===== src/rtl/memory_pkg.sv =====
// Shared types for the block-RAM stream reader: controller states and the
// address-width rule that matches the RAM model.
package memory_pkg;

  typedef enum logic [1:0] {
    IDLE  = 2'd0,
    ISSUE = 2'd1,
    DRAIN = 2'd2
  } state_t;

  function automatic int addr_width(input int mem_size);
    return $clog2(mem_size) + 1;
  endfunction

endpackage


===== src/rtl/blk_mem_reader_fifo.sv =====
// Small synchronous FIFO that buffers RAM read data ahead of the output stream.
// Head is presented combinationally; push while full or pop while empty is ignored.
module blk_mem_reader_fifo #(
  parameter  int DATA_WIDTH = 8,
  parameter  int FIFO_DEPTH = 4,
  localparam int PW = (FIFO_DEPTH > 1) ? $clog2(FIFO_DEPTH) : 1,
  localparam int CW = $clog2(FIFO_DEPTH + 1)
) (
  input  logic                  clk,
  input  logic                  rst,
  input  logic                  i_push,
  input  logic [DATA_WIDTH-1:0] i_data,
  input  logic                  i_pop,
  output logic [DATA_WIDTH-1:0] o_data,
  output logic                  o_empty,
  output logic [CW-1:0]         o_count
);

  logic [DATA_WIDTH-1:0] r_mem [FIFO_DEPTH];
  logic [PW-1:0]         r_wr_ptr;
  logic [PW-1:0]         r_rd_ptr;
  logic [CW-1:0]         r_count;
  logic                  w_push;
  logic                  w_pop;

  assign w_push  = i_push && (r_count != CW'(FIFO_DEPTH));
  assign w_pop   = i_pop && (r_count != '0);
  assign o_data  = r_mem[r_rd_ptr];
  assign o_empty = (r_count == '0);
  assign o_count = r_count;

  always_ff @(posedge clk or posedge rst) begin
    if (rst) begin
      for (int i = 0; i < FIFO_DEPTH; i++) r_mem[i] <= '0;
      r_wr_ptr <= '0;
      r_rd_ptr <= '0;
      r_count  <= '0;
    end else begin
      if (w_push) begin
        r_mem[r_wr_ptr] <= i_data;
        r_wr_ptr <= (r_wr_ptr == PW'(FIFO_DEPTH - 1)) ? '0 : r_wr_ptr + 1'b1;
      end
      if (w_pop)
        r_rd_ptr <= (r_rd_ptr == PW'(FIFO_DEPTH - 1)) ? '0 : r_rd_ptr + 1'b1;
      case ({w_push, w_pop})
        2'b10:   r_count <= r_count + 1'b1;
        2'b01:   r_count <= r_count - 1'b1;
        default: r_count <= r_count;
      endcase
    end
  end

endmodule


===== src/rtl/blk_mem_stream_reader.sv =====
// Burst read master for the 2-cycle-latency block RAM; streams words out through
// a credit-controlled FIFO so RAM results are never dropped under backpressure.
module blk_mem_stream_reader
  import memory_pkg::*;
#(
  parameter  int DATA_WIDTH = 8,
  parameter  int MEM_SIZE   = 1,
  parameter  int FIFO_DEPTH = 4,
  localparam int ADDR_WIDTH = addr_width(MEM_SIZE),
  localparam int LEN_WIDTH  = ADDR_WIDTH + 1
) (
  input  logic                  clk,
  input  logic                  rst,
  input  logic                  start,
  input  logic [ADDR_WIDTH-1:0] base_addr,
  input  logic [LEN_WIDTH-1:0]  length,
  output logic                  busy,
  output logic                  done,
  output logic [DATA_WIDTH-1:0] data_out,
  output logic                  data_out_valid,
  input  logic                  data_out_ready,
  output logic                  mem_ena,
  output logic                  mem_wea,
  output logic [ADDR_WIDTH-1:0] mem_addra,
  input  logic [DATA_WIDTH-1:0] mem_douta
);

  localparam int CW = $clog2(FIFO_DEPTH + 1);

  state_t                r_state;
  state_t                w_state_nxt;
  logic [ADDR_WIDTH-1:0] r_addr;
  logic [LEN_WIDTH-1:0]  r_remaining;
  logic [1:0]            r_vld_pipe;
  logic                  r_done;
  logic                  w_issue;
  logic                  w_latch;
  logic                  w_done_nxt;
  logic                  w_credit;
  logic [CW:0]           w_occupancy;
  logic [CW-1:0]         w_fifo_count;
  logic                  w_fifo_empty;
  logic                  w_pop;

  blk_mem_reader_fifo #(
    .DATA_WIDTH(DATA_WIDTH),
    .FIFO_DEPTH(FIFO_DEPTH)
  ) u_fifo (
    .clk    (clk),
    .rst    (rst),
    .i_push (r_vld_pipe[1]),
    .i_data (mem_douta),
    .i_pop  (w_pop),
    .o_data (data_out),
    .o_empty(w_fifo_empty),
    .o_count(w_fifo_count)
  );

  assign mem_ena        = (r_state != IDLE);
  assign busy           = (r_state != IDLE);
  assign mem_wea        = 1'b0;
  assign mem_addra      = r_addr;
  assign done           = r_done;
  assign data_out_valid = !w_fifo_empty;
  assign w_pop          = data_out_valid && data_out_ready;

  // Buffered plus in-flight words; this cycle's pop is deliberately not credited.
  assign w_occupancy = {1'b0, w_fifo_count} + (CW+1)'(r_vld_pipe[0]) + (CW+1)'(r_vld_pipe[1]);
  assign w_credit    = (w_occupancy < (CW+1)'(FIFO_DEPTH));

  always_comb begin
    w_state_nxt = r_state;
    w_issue     = 1'b0;
    w_latch     = 1'b0;
    w_done_nxt  = 1'b0;
    case (r_state)
      IDLE: begin
        if (start) begin
          if (length != '0) begin
            w_latch     = 1'b1;
            w_state_nxt = ISSUE;
          end else begin
            w_done_nxt = 1'b1;
          end
        end
      end
      ISSUE: begin
        if (w_credit) begin
          w_issue = 1'b1;
          if (r_remaining == LEN_WIDTH'(1)) w_state_nxt = DRAIN;
        end
      end
      DRAIN: begin
        if ((r_vld_pipe == 2'b00) && w_fifo_empty) begin
          w_done_nxt  = 1'b1;
          w_state_nxt = IDLE;
        end
      end
      default: w_state_nxt = IDLE;
    endcase
  end

  always_ff @(posedge clk or posedge rst) begin
    if (rst) begin
      r_state     <= IDLE;
      r_addr      <= '0;
      r_remaining <= '0;
      r_vld_pipe  <= 2'b00;
      r_done      <= 1'b0;
    end else begin
      r_state <= w_state_nxt;
      r_done  <= w_done_nxt;
      if (w_latch) begin
        r_addr      <= base_addr;
        r_remaining <= length;
      end else if (w_issue) begin
        r_addr      <= r_addr + 1'b1;
        r_remaining <= r_remaining - 1'b1;
      end
      // Tracks the RAM pipeline, which only moves while enabled.
      if (mem_ena) r_vld_pipe <= {r_vld_pipe[0], w_issue};
    end
  end

endmodule

===== config.mk =====
export PLATFORM = sky130hd
export DESIGN_NAME = blk_mem_stream_reader
export DESIGN_NICKNAME = d
export VERILOG_FILES = /design/src/rtl/memory_pkg.sv /design/src/rtl/blk_mem_reader_fifo.sv /design/src/rtl/blk_mem_stream_reader.sv
export SDC_FILE = /design/constraint.sdc
export NUM_CORES = 1
export LEC_CHECK = 0
export BUFFER_PORTS_ARGS = -buffer_cell sky130_fd_sc_hd__buf_2
export CAP_MARGIN = 20
export CORE_MARGIN = 4
export CORE_UTILIZATION = 57
export CTS_CLUSTER_DIAMETER = 80
export DETAILED_ROUTE_END_ITERATION = 10
export HOLD_SLACK_MARGIN = 0.15
export PLACE_DENSITY = 0.8
export SLEW_MARGIN = 20
export SYNTH_ARGS = -nofsm -noshare
export SYNTH_HDL_FRONTEND = slang
export SYNTH_SLANG_ARGS = --single-unit

===== constraint.sdc =====
create_clock -name clk -period 2.76 [get_ports clk]
set_clock_uncertainty 0.1 [all_clocks]
set_input_delay 0.276 -clock clk [delete_from_list [all_inputs] [get_ports clk]]
set_output_delay 0.276 -clock clk [all_outputs]
set_load 0.02 [all_outputs]

Word level (Yosys, flattened, before mapping). Cells that the tools add are included.

Logic and storage cells: 82. Output and inout bits: 14. RAM bits: 0. Memories: 0. Bits of input ports: 15. Bits in registers: 47. ROM bits: 0. Latch bits: 0.

Reduce and logical (&&, ||, !) cells: 15. Divide/modulo/power cells: 0. $mul: 0. Bitwise logic cells: 2. Mux-type cells: 28. Order comparisons: 4. Add/subtract/negate cells: 8. Equality and inequality tests: 13. Shift operators: 0.

Operators with widths (count): $bwmux W32 (1); $mux W8 (3); $mux W2 (9); $bmux W8 S2 (1); $demux W8 S2 (1); $mux W1 (10); $ne A2 B2 Y1 const B (5); $eq A2 B2 Y1 const B (4); $reduce_bool A2 Y1 (4); $eq A2 B1 Y1 const B (3); $ge A3 B3 Y1 const B (2); $not A2 Y3 (2); $pmux W2 S3 (1); $pmux W3 S2 (1); $logic_and A1 B1 Y1 (5); $reduce_and A5 Y1 (1); $add A2 B1 Y2 const B (2); $add A3 B1 Y4 (1); $add A4 B1 Y4 (1); $logic_not A2 Y1 (2); $lt A4 B3 Y1 const B (1); $add A3 B1 Y3 const B (1); $logic_not A3 Y1 (1); $lt A3 B1 Y1 const B (1); other kinds (7) (7).

Longest topological paths before layout. Gate-level depths: netlist (run 1).

Depth after elaboration: 7. Depth in mapped cells: 9. Mapped depth without buffers: 9.

Hierarchy. A second synthesis (run 1) with hierarchy kept.

Cells, all modules: 169. Area, all modules: 2303.5 um^2.

Modules (own cells, without submodules): blk_mem_reader_fifo (times used 1, cells each 118, area an instance 1811.7 um^2, seq. area each 975.9 um^2); blk_mem_stream_reader (times used 1, cells each 51, area an instance 491.7 um^2, seq. area each 200.2 um^2).

Least setup slack after synthesis (run 1). Ideal clock, no wire load.

Path kind: flip-flop to flip-flop. From: register u_fifo.r_count[1], in the netlist u_fifo.o_count[1]. To: register u_fifo.r_count[2], in the netlist u_fifo.o_count[2]. Setup time: 79 ps. Slack: 566 ps. Clock period less this slack: 2194 ps. Buffers on the path: 1. Required time: 2581 ps. Cell stages (with the launch flop): 10. Data arrival time: 2015 ps. Cells stage by stage: dfrtp_1 or3b_1 buf_2 nand2_1 ha_1 inv_1 fa_1 xor2_1 nor2_1 xor2_1.

Longest elaborated chain between the ends: 6. Elaborated cells on any way between the ends: 13. Those cells by class: add/sub: 2; eq/ne: 3; mux: 1; reduce/logical: 7.

Ends and longest elaborated chain: from (decl) (RTL line blk_mem_reader_fifo.sv:22) `logic [CW-1:0] r_count;`; from (signal assigned) (RTL line blk_mem_reader_fifo.sv:46) `2'b10: r_count <= r_count + 1'b1;`; from (signal assigned) (RTL line blk_mem_reader_fifo.sv:47) `2'b01: r_count <= r_count - 1'b1;`; from (signal assigned) (RTL line blk_mem_reader_fifo.sv:48) `default: r_count <= r_count;`; $logic_not A3 Y1 (RTL line blk_mem_reader_fifo.sv:29) `assign o_empty = (r_count == '0);`; $logic_not A1 Y1 (RTL line blk_mem_stream_reader.sv:64) `assign data_out_valid = !w_fifo_empty;`; $logic_and A1 B1 Y1 (RTL line blk_mem_stream_reader.sv:65) `assign w_pop = data_out_valid && data_out_ready;`; $logic_and A1 B1 Y1 (RTL line blk_mem_reader_fifo.sv:27) `assign w_pop = i_pop && (r_count != '0);`; $eq A2 B1 Y1 or $eq A2 B2 Y1 (tied branches) (RTL line blk_mem_reader_fifo.sv:45) `case ({w_push, w_pop})`; $pmux W3 S2 or $reduce_bool A2 Y1 (tied branches).

Several ways; a longest one is shown, not always the timed one. A chain may end at the register's enable or synchronous reset.

Worst setup path in the final report (run 1). Same ends and word-level chain as after synthesis.

==> flow_summary_export.csv, run 1 <==
group,metric,value,unit
logic_synthesis,ys_seq_area_share,50.9,%
worst_setup_path,arrival,2520,ps
clock_tree,cts_root_buf,"clkbuf_8",
power_and_ir_drop,ir_drop,0.628,mV
worst_setup_path,slowest_stage,"or3b_1",
detailed_routing,wl_per_cell,17.3,microns
logic_synthesis,yosysMostFrequentCell,"dfrtp_1",
global_route,grt_use_met1,25.7,%
logic_synthesis,synth.ff_latch_count,47,
placed_design,dpl.hpwl,3150,microns
min_path,whs_endpoint,"done",
logic_synthesis,ys_top_cells_by_area,"dfrtp_1 (51%), mux2_2 (18%), mux4_2 (7.8%), ha_1 (4.3%), inv_1 (2.0%)",
detailed_routing,viasPerCell,5.73,
global_route,antenna_found_initial,0,
placed_design,dp.cells,236,
cells_and_area,area_delta_synth_final,15.1,%
floorplanning,die_w,71.7,microns
clock_tree,cts_tree,"yes",
logic_synthesis,synthArstFlopShare,100,%
placed_design,io_buffers,27,
placed_design,finalWeightedCongestion,0.866,
min_path,min-delay-start,"start",
worst_setup_path,reg2reg_slack,370,ps
clock_tree,cts.sinks,47,
clock_tree,h-tree-depth,2,
global_route,grt_util_met2,30.6,%
worst_setup_path,reg2reg_to,"u_fifo.o_count[2]",
cells_and_area,fin_nets,228,
global_route,grt.total_usage,19.3,%
detailed_routing,drcViolationCount,0,
logic_synthesis,synth_nets,190,
detailed_routing,vias,1449,
cells_and_area,layout.cells.non_filler,253,
clock_tree,post_cts_buffers,0,
logic_synthesis,synth_edf_count,0,
logic_synthesis,yosys_warnings,0,
global_route,grt_max_degree,33,
global_route,top_usage_layer,"met2",
logic_synthesis,synth_area_leader_cell,"dfrtp_1",
detailed_routing,ant_nets,0,
timing,tns,0,ps
logic_synthesis,synth.cell_area,2310,sq um
run,drv_cap,0,
clock_tree,clockBufferDepth,2,
logic_synthesis,postSynthCellCount,166,
floorplanning,initial_core_util,60.8,%
timing,setup_violations,0,
global_route,grt_overflow,0,
worst_setup_path,worstSetupPathType,"reg -> reg",
worst_setup_path,worstPathMaxFanout,5,
worst_setup_path,r2r_start,"u_fifo.o_count[1]",
logic_synthesis,syn_area_per_cell,13.9,sq um
worst_setup_path,reg2regPathDepth,8,
detailed_routing,wirelength,4380,microns
logic_synthesis,synth_cell_type_count,36,
clock_tree,clock_latency,300,ps
clock_tree,cts_made_buffers,5,
timing,finalCritPeriodShare,86.6,%
floorplanning,fp.dieH,71.7,microns
min_path,hp-class,"in -> reg",
logic_synthesis,synth_top_area_share,50.9,%
floorplanning,io_pins,29,
logic_synthesis,synthTopCellsByCount,"dfrtp_1 (47), mux2_2 (37), inv_1 (12)",
worst_setup_path,worstPathRequired,2890,ps
cells_and_area,drive_above_1_share,43.4,%
floorplanning,fp.coreArea,3800,sq um
worst_setup_path,critPathMaxStageDelay,550,ps
worst_setup_path,crit_path_end_kind,"flop",
detailed_routing,drtIter0Drc,83,
global_route,grt_pass1_wl,7580,microns
global_route,met3_usage,5.47,%
worst_setup_path,cp_common_cell,"xor2_1",
clock_tree,cts.clk_slew.worst_paths,80,ps
worst_setup_path,cp_cell_sequence,"or3b_1, nand2_1, ha_1, inv_1, fa_1, xor2_1, nor2_1, xor2_1",
timing,rsz0062_at_grt,"false",
timing,maxSlewViolCount,0,
floorplanning,die_area,5130,sq um
logic_synthesis,ys.flop_type,"dfrtp_1",
timing,fmax,418,MHz
detailed_routing,drt_pass1_iterations,4,
cells_and_area,n_antenna_cell,0,
min_path,holdPathStages,3,
run_status,status,"finished, final reports clean",
power_and_ir_drop,leakage,0.00118,uW
timing,period_needed,2390,ps
power_and_ir_drop,power_density,1240,nW/um^2
floorplanning,rows,22,
worst_setup_path,worstSetupStartpointType,"flop",
timing,worst_pin_slew,665,ps
timing,slew_headroom,55.6,%
global_route,grt_pass1_vias,1617,
timing,hold_viol,0,
-- worst max-delay path, delay by kind of cell, from the launching register on --
family | cells | cell delay [ps]
xor+xnor | 2 | 300
simple gates | 3 | 850
flops | 1 | 440
fa+ha+maj | 2 | 570
buf+inv | 1 | 60
-- report_power, final --
part / switching, uW / internal, uW
registers: 316 / 1040
clock network: 235 / 176
logic: 720 / 802
total: 1270 / 2020
-- metal layers --
| metal | routed length, microns | vias to the layer above | part of all wire [%] |
|---|---|---|---|
| li1 | - | 674 | - |
| met1 | 1940 | 746 | 44 |
| met2 | 2210 | 24 | 51 |
| met3 | 196 | 5 | 4.5 |
| met4 | 31 | 0 | 0.71 |
| met5 | 0 | - | 0 |
-- registers in the layout, summed over array words and instances (netlist names) --
signal           count
u_fifo.r_mem        32
u_fifo.r_wr_ptr      2
r_remaining          2
r_state              2
r_vld_pipe           2
mem_addra            1
done                 1
u_fifo.r_rd_ptr      2
u_fifo.o_count       3
-- per-stage QoR --
step	setup WS, ps	util (%)	hold WS (ps)	power [uW]	instance area, sq um
2_1_floorplan	566	-	326	2490	2310
3_3_place_gp	471	65.3	340	2790	2480
3_5_place_dp	407	65.3	364	2900	2480
4_1_cts	351	69.7	150	3320	2650
5_1_grt	192	70.0	177	3550	2660
6_report	370	70.0	172	3290	2660
-- final cells by class --
cell class	instances	area [sq um]
sequential	47	1180
fill	272	1140
clock buffer	5	68.8
tap	48	60.1
clock inverter	3	20.0
inverter	12	45.0
multi-input combinational	101	1060
timing repair buffer	37	233
-- timing repair --
action | 4_1_cts | 5_1_grt
endpoints found under the hold margin | 48 | 1
hold buffers | 8 | 1
gates resized for setup | 0 | 0
-- how the worst max path moves through the flow --
| stage | slack [ps] | from | to | depth (start not counted) |
|---|---|---|---|---|
| CTS | 350 | u_fifo.o_count[1] | u_fifo.o_count[2] | 8 |
| detailed placement | 410 | u_fifo.o_count[1] | u_fifo.o_count[2] | 8 |
| global placement | 470 | u_fifo.o_count[1] | u_fifo.o_count[2] | 8 |
| global route | 190 | u_fifo.o_count[1] | u_fifo.o_count[2] | 8 |
| floorplan | 570 | u_fifo.o_count[1] | u_fifo.o_count[2] | 9 |
| finish | 370 | u_fifo.o_count[1] | u_fifo.o_count[2] | 8 |
-- cells in the final DEF (no fill, tap or decap), types with 2 or more instances in the layout --
| cell | Yosys | final |
|---|---|---|
| dfrtp_1 | 47 | 47 |
| mux2_2 | 37 | 37 |
| buf_2 | 2 | 27 |
| inv_1 | 12 | 11 |
| dlygate4sd3_1 | 0 | 9 |
| mux4_2 | 8 | 8 |
| ha_1 | 8 | 8 |
| o211ai_1 | 5 | 5 |
| nor2_1 | 5 | 5 |
| clkbuf_8 | 0 | 5 |
| a21oi_1 | 4 | 4 |
| nand3_1 | 3 | 3 |
| nand2_1 | 3 | 3 |
| nand2b_1 | 2 | 2 |
| o22ai_1 | 2 | 2 |
| nand3_2 | 2 | 2 |
| nand3_4 | 2 | 2 |
| xor2_1 | 2 | 2 |
| o21ai_0 | 2 | 2 |
| clkinvlp_4 | 0 | 2 |
-- cells by family (layout without fill, tap and decap cells) --
group,Yosys count,after routing,share of synthesized area [%]
AOI/OAI and AO/OA,16,16,4.50
muxes,46,46,26.3
adders and majority gates,9,9,5.20
other,1,1,0.162
DFF,47,47,50.9
buffers and inverters,18,57,3.36
and+or+nand+nor,26,26,8.45
xor gates and xnor gates,3,3,1.14
Note: power is estimated with default switching activity, not from simulation.
==> inputs of run 2 (changes only) <==
--- a/config.mk
+++ b/config.mk
@@ -7,12 +7,13 @@
 export LEC_CHECK = 0
 export BUFFER_PORTS_ARGS = -buffer_cell sky130_fd_sc_hd__buf_2
 export CAP_MARGIN = 20
+export CORE_ASPECT_RATIO = 2
 export CORE_MARGIN = 4
 export CORE_UTILIZATION = 57
 export CTS_CLUSTER_DIAMETER = 80
 export DETAILED_ROUTE_END_ITERATION = 10
 export HOLD_SLACK_MARGIN = 0.15
-export PLACE_DENSITY = 0.8
+export PLACE_DENSITY = 0.79
 export SLEW_MARGIN = 20
 export SYNTH_ARGS = -nofsm -noshare
 export SYNTH_HDL_FRONTEND = slang
==> run 2 against run 1 <==
Critical path depth is the same. Sequential cell count is the same. Via count shrank 2.0%. Design area grew 0.28%. Non-clock buffer count shrank 4. Hold slack lost 14 ps. Total power grew 5.6%. Wire length grew 2.1%. Cell count shrank 0.40%. Worst setup slack lost 11 ps. Fmax shrank 0.45%. Global-route usage grew 0.34 points. Largest cell class unchanged.
==> flow_summary_export.csv, run 2 (synthesis results as in run 1) <==
group,metric,value,unit
run_status,status,"finished, final reports clean",
clock_tree,clockBufferDepth,2,
timing,finalCritPeriodShare,87.0,%
floorplanning,io_pins,29,
timing,tns,0,ps
clock_tree,h-tree-depth,2,
detailed_routing,wirelength,4470,microns
timing,fmax,417,MHz
clock_tree,cts_tree,"yes",
global_route,grt_pass1_wl,7430,microns
worst_setup_path,worstPathMaxFanout,5,
floorplanning,rows,32,
worst_setup_path,worstSetupPathType,"reg -> reg",
detailed_routing,drt_pass1_iterations,3,
worst_setup_path,worstSetupStartpointType,"flop",
detailed_routing,drtIter0Drc,24,
clock_tree,cts.sinks,47,
timing,worst_pin_slew,641,ps
placed_design,finalWeightedCongestion,0.723,
floorplanning,die_w,53.0,microns
cells_and_area,drive_above_1_share,43.8,%
power_and_ir_drop,p_sw_share,36.5,%
timing,slew_headroom,57.2,%
global_route,grt.total_usage,19.6,%
placed_design,dpl.hpwl,3350,microns
power_and_ir_drop,cellInternalPower,2200,uW
worst_setup_path,worstPathRequired,2880,ps
worst_setup_path,crit_path_end_kind,"flop",
power_and_ir_drop,power_density,1300,nW/um^2
floorplanning,fp.dieH,98.0,microns
cells_and_area,area_delta_synth_final,15.4,%
cells_and_area,seq_area,1180,sq um
cells_and_area,fin_nets,224,
floorplanning,fp.coreArea,3880,sq um
cells_and_area,nFillCells,296,
cells_and_area,largest_register_ffs,32,
global_route,antenna_found_initial,0,
cells_and_area,n_antenna_cell,0,
floorplanning,die_area,5200,sq um
clock_tree,post_cts_buffers,0,
global_route,grt_overflow,0,
power_and_ir_drop,combPwrFrac,44.3,%
detailed_routing,vias,1420,
min_path,hp-class,"in -> reg",
detailed_routing,drcViolationCount,0,
power_and_ir_drop,seq_power_share,38.9,%
clock_tree,cts.clk_slew.worst_paths,90,ps
placed_design,io_buffers,27,
timing,maxSlewViolCount,0,
run,drv_cap,0,
detailed_routing,wl_per_cell,17.7,microns
timing,whs,158,ps
global_route,grt_max_degree,31,
worst_setup_path,arrival,2520,ps
power_and_ir_drop,clockPowerShare,16.8,%
cells_and_area,final_common_cell,"dfrtp_1",
detailed_routing,ant_nets,0,
power_and_ir_drop,ir_drop,0.847,mV
timing,rsz0062_at_grt,"false",
detailed_routing,viasPerCell,5.63,
power_and_ir_drop,netSwitchingPower,1270,uW
power_and_ir_drop,leakage,0.00119,uW
clock_tree,cts_made_buffers,5,
cells_and_area,regMostFlops,"u_fifo.r_mem",
clock_tree,cts_root_buf,"clkbuf_8",
timing,period_needed,2400,ps
global_route,grt_pass1_vias,1609,
timing,hold_viol,0,
floorplanning,initial_core_util,59.5,%
timing,setup_violations,0,
cells_and_area,layout_common_cells,"dfrtp_1 (47), mux2_2 (37), buf_2 (27)",
clock_tree,clock_latency,300,ps
cells_and_area,multiInputGateArea,1060,sq um
[run 2: changes by cell type in the layout (fill, tap and decap cells not counted)]
cell	previous run	this run
bufinv_16	0	2
clkbuf_1	0	1
clkinv_2	1	0
clkinvlp_4	2	0
dlygate4sd3_1	9	5
[run 2: final timing paths]
path | depth (start not counted) | end | slack (ps) | startpoint
max reg2reg | 8 | u_fifo.o_count[2] | 360 | u_fifo.o_count[1]
min | 2 | u_fifo.r_mem[19] | 160 | mem_douta[3]
max | 8 | u_fifo.o_count[2] | 360 | u_fifo.o_count[1]
max in group asynchronous | 4 | u_fifo.r_mem[6] | 1370 | rst
min in group asynchronous | 3 | u_fifo.r_mem[3] | 510 | rst
min reg2reg | 1 | u_fifo.r_mem[15] | 410 | u_fifo.r_mem[15]
[run 2: cell type report]
type,count,area share (%)
multi-input cells,101,39.6
clock buffers,6,2.72
clock inverters,2,2.25
flip-flops and latches,47,44.1
well taps,51,2.39
repair buffers,33,7.23
inverters,12,1.69
[run 2: stage by stage]
| stage | setup WS [ps] | std cells | total power (uW) | util, % | area [sq um] |
|---|---|---|---|---|---|
| after detailed placement | 364 | 239 | 2920 | 63.9 | 2480 |
| after global placement | 459 | 239 | 2780 | 63.9 | 2480 |
| after floorplan | 566 | 166 | 2490 | - | 2310 |
| final | 360 | 252 | 3470 | 68.7 | 2670 |
| after CTS | 337 | 252 | 3520 | 68.7 | 2670 |
| after global routing | 204 | 252 | 3690 | 68.7 | 2670 |
[run 2: what timing repair did]
action | in CTS | in global routing
setup endpoints to repair | 0 | 0
endpoints found under the hold margin | 40 | 0
gates resized for setup | 0 | 0
hold buffers | 5 | 0
[run 2: metal layers]
metal | track usage, % | up-vias | wire length (microns)
li1 | - | 666 | -
met1 | 20.6 | 726 | 1640
met2 | 36.5 | 23 | 2630
met3 | 3.97 | 5 | 137
met4 | 6.89 | 0 | 65
met5 | 0 | - | 0
[run 2: critical path: stages (launching register included)]
cell and delay [ps]:
dfrtp_1 420, or3b_1 540, nand2_1 190, ha_1 210, inv_1 70, fa_1 380
xor2_1 150, nor2_1 110, xor2_1 160
[run 2: power by group through the flow]
stage               Clock [uW]  Sequential (uW)  Combinational [uW]
floorplan                    0             1210                1280
global placement             0             1320                1460
detailed placement           0             1370                1560
CTS                        600             1350                1560
global route               628             1400                1670
finish                     585             1350                1540
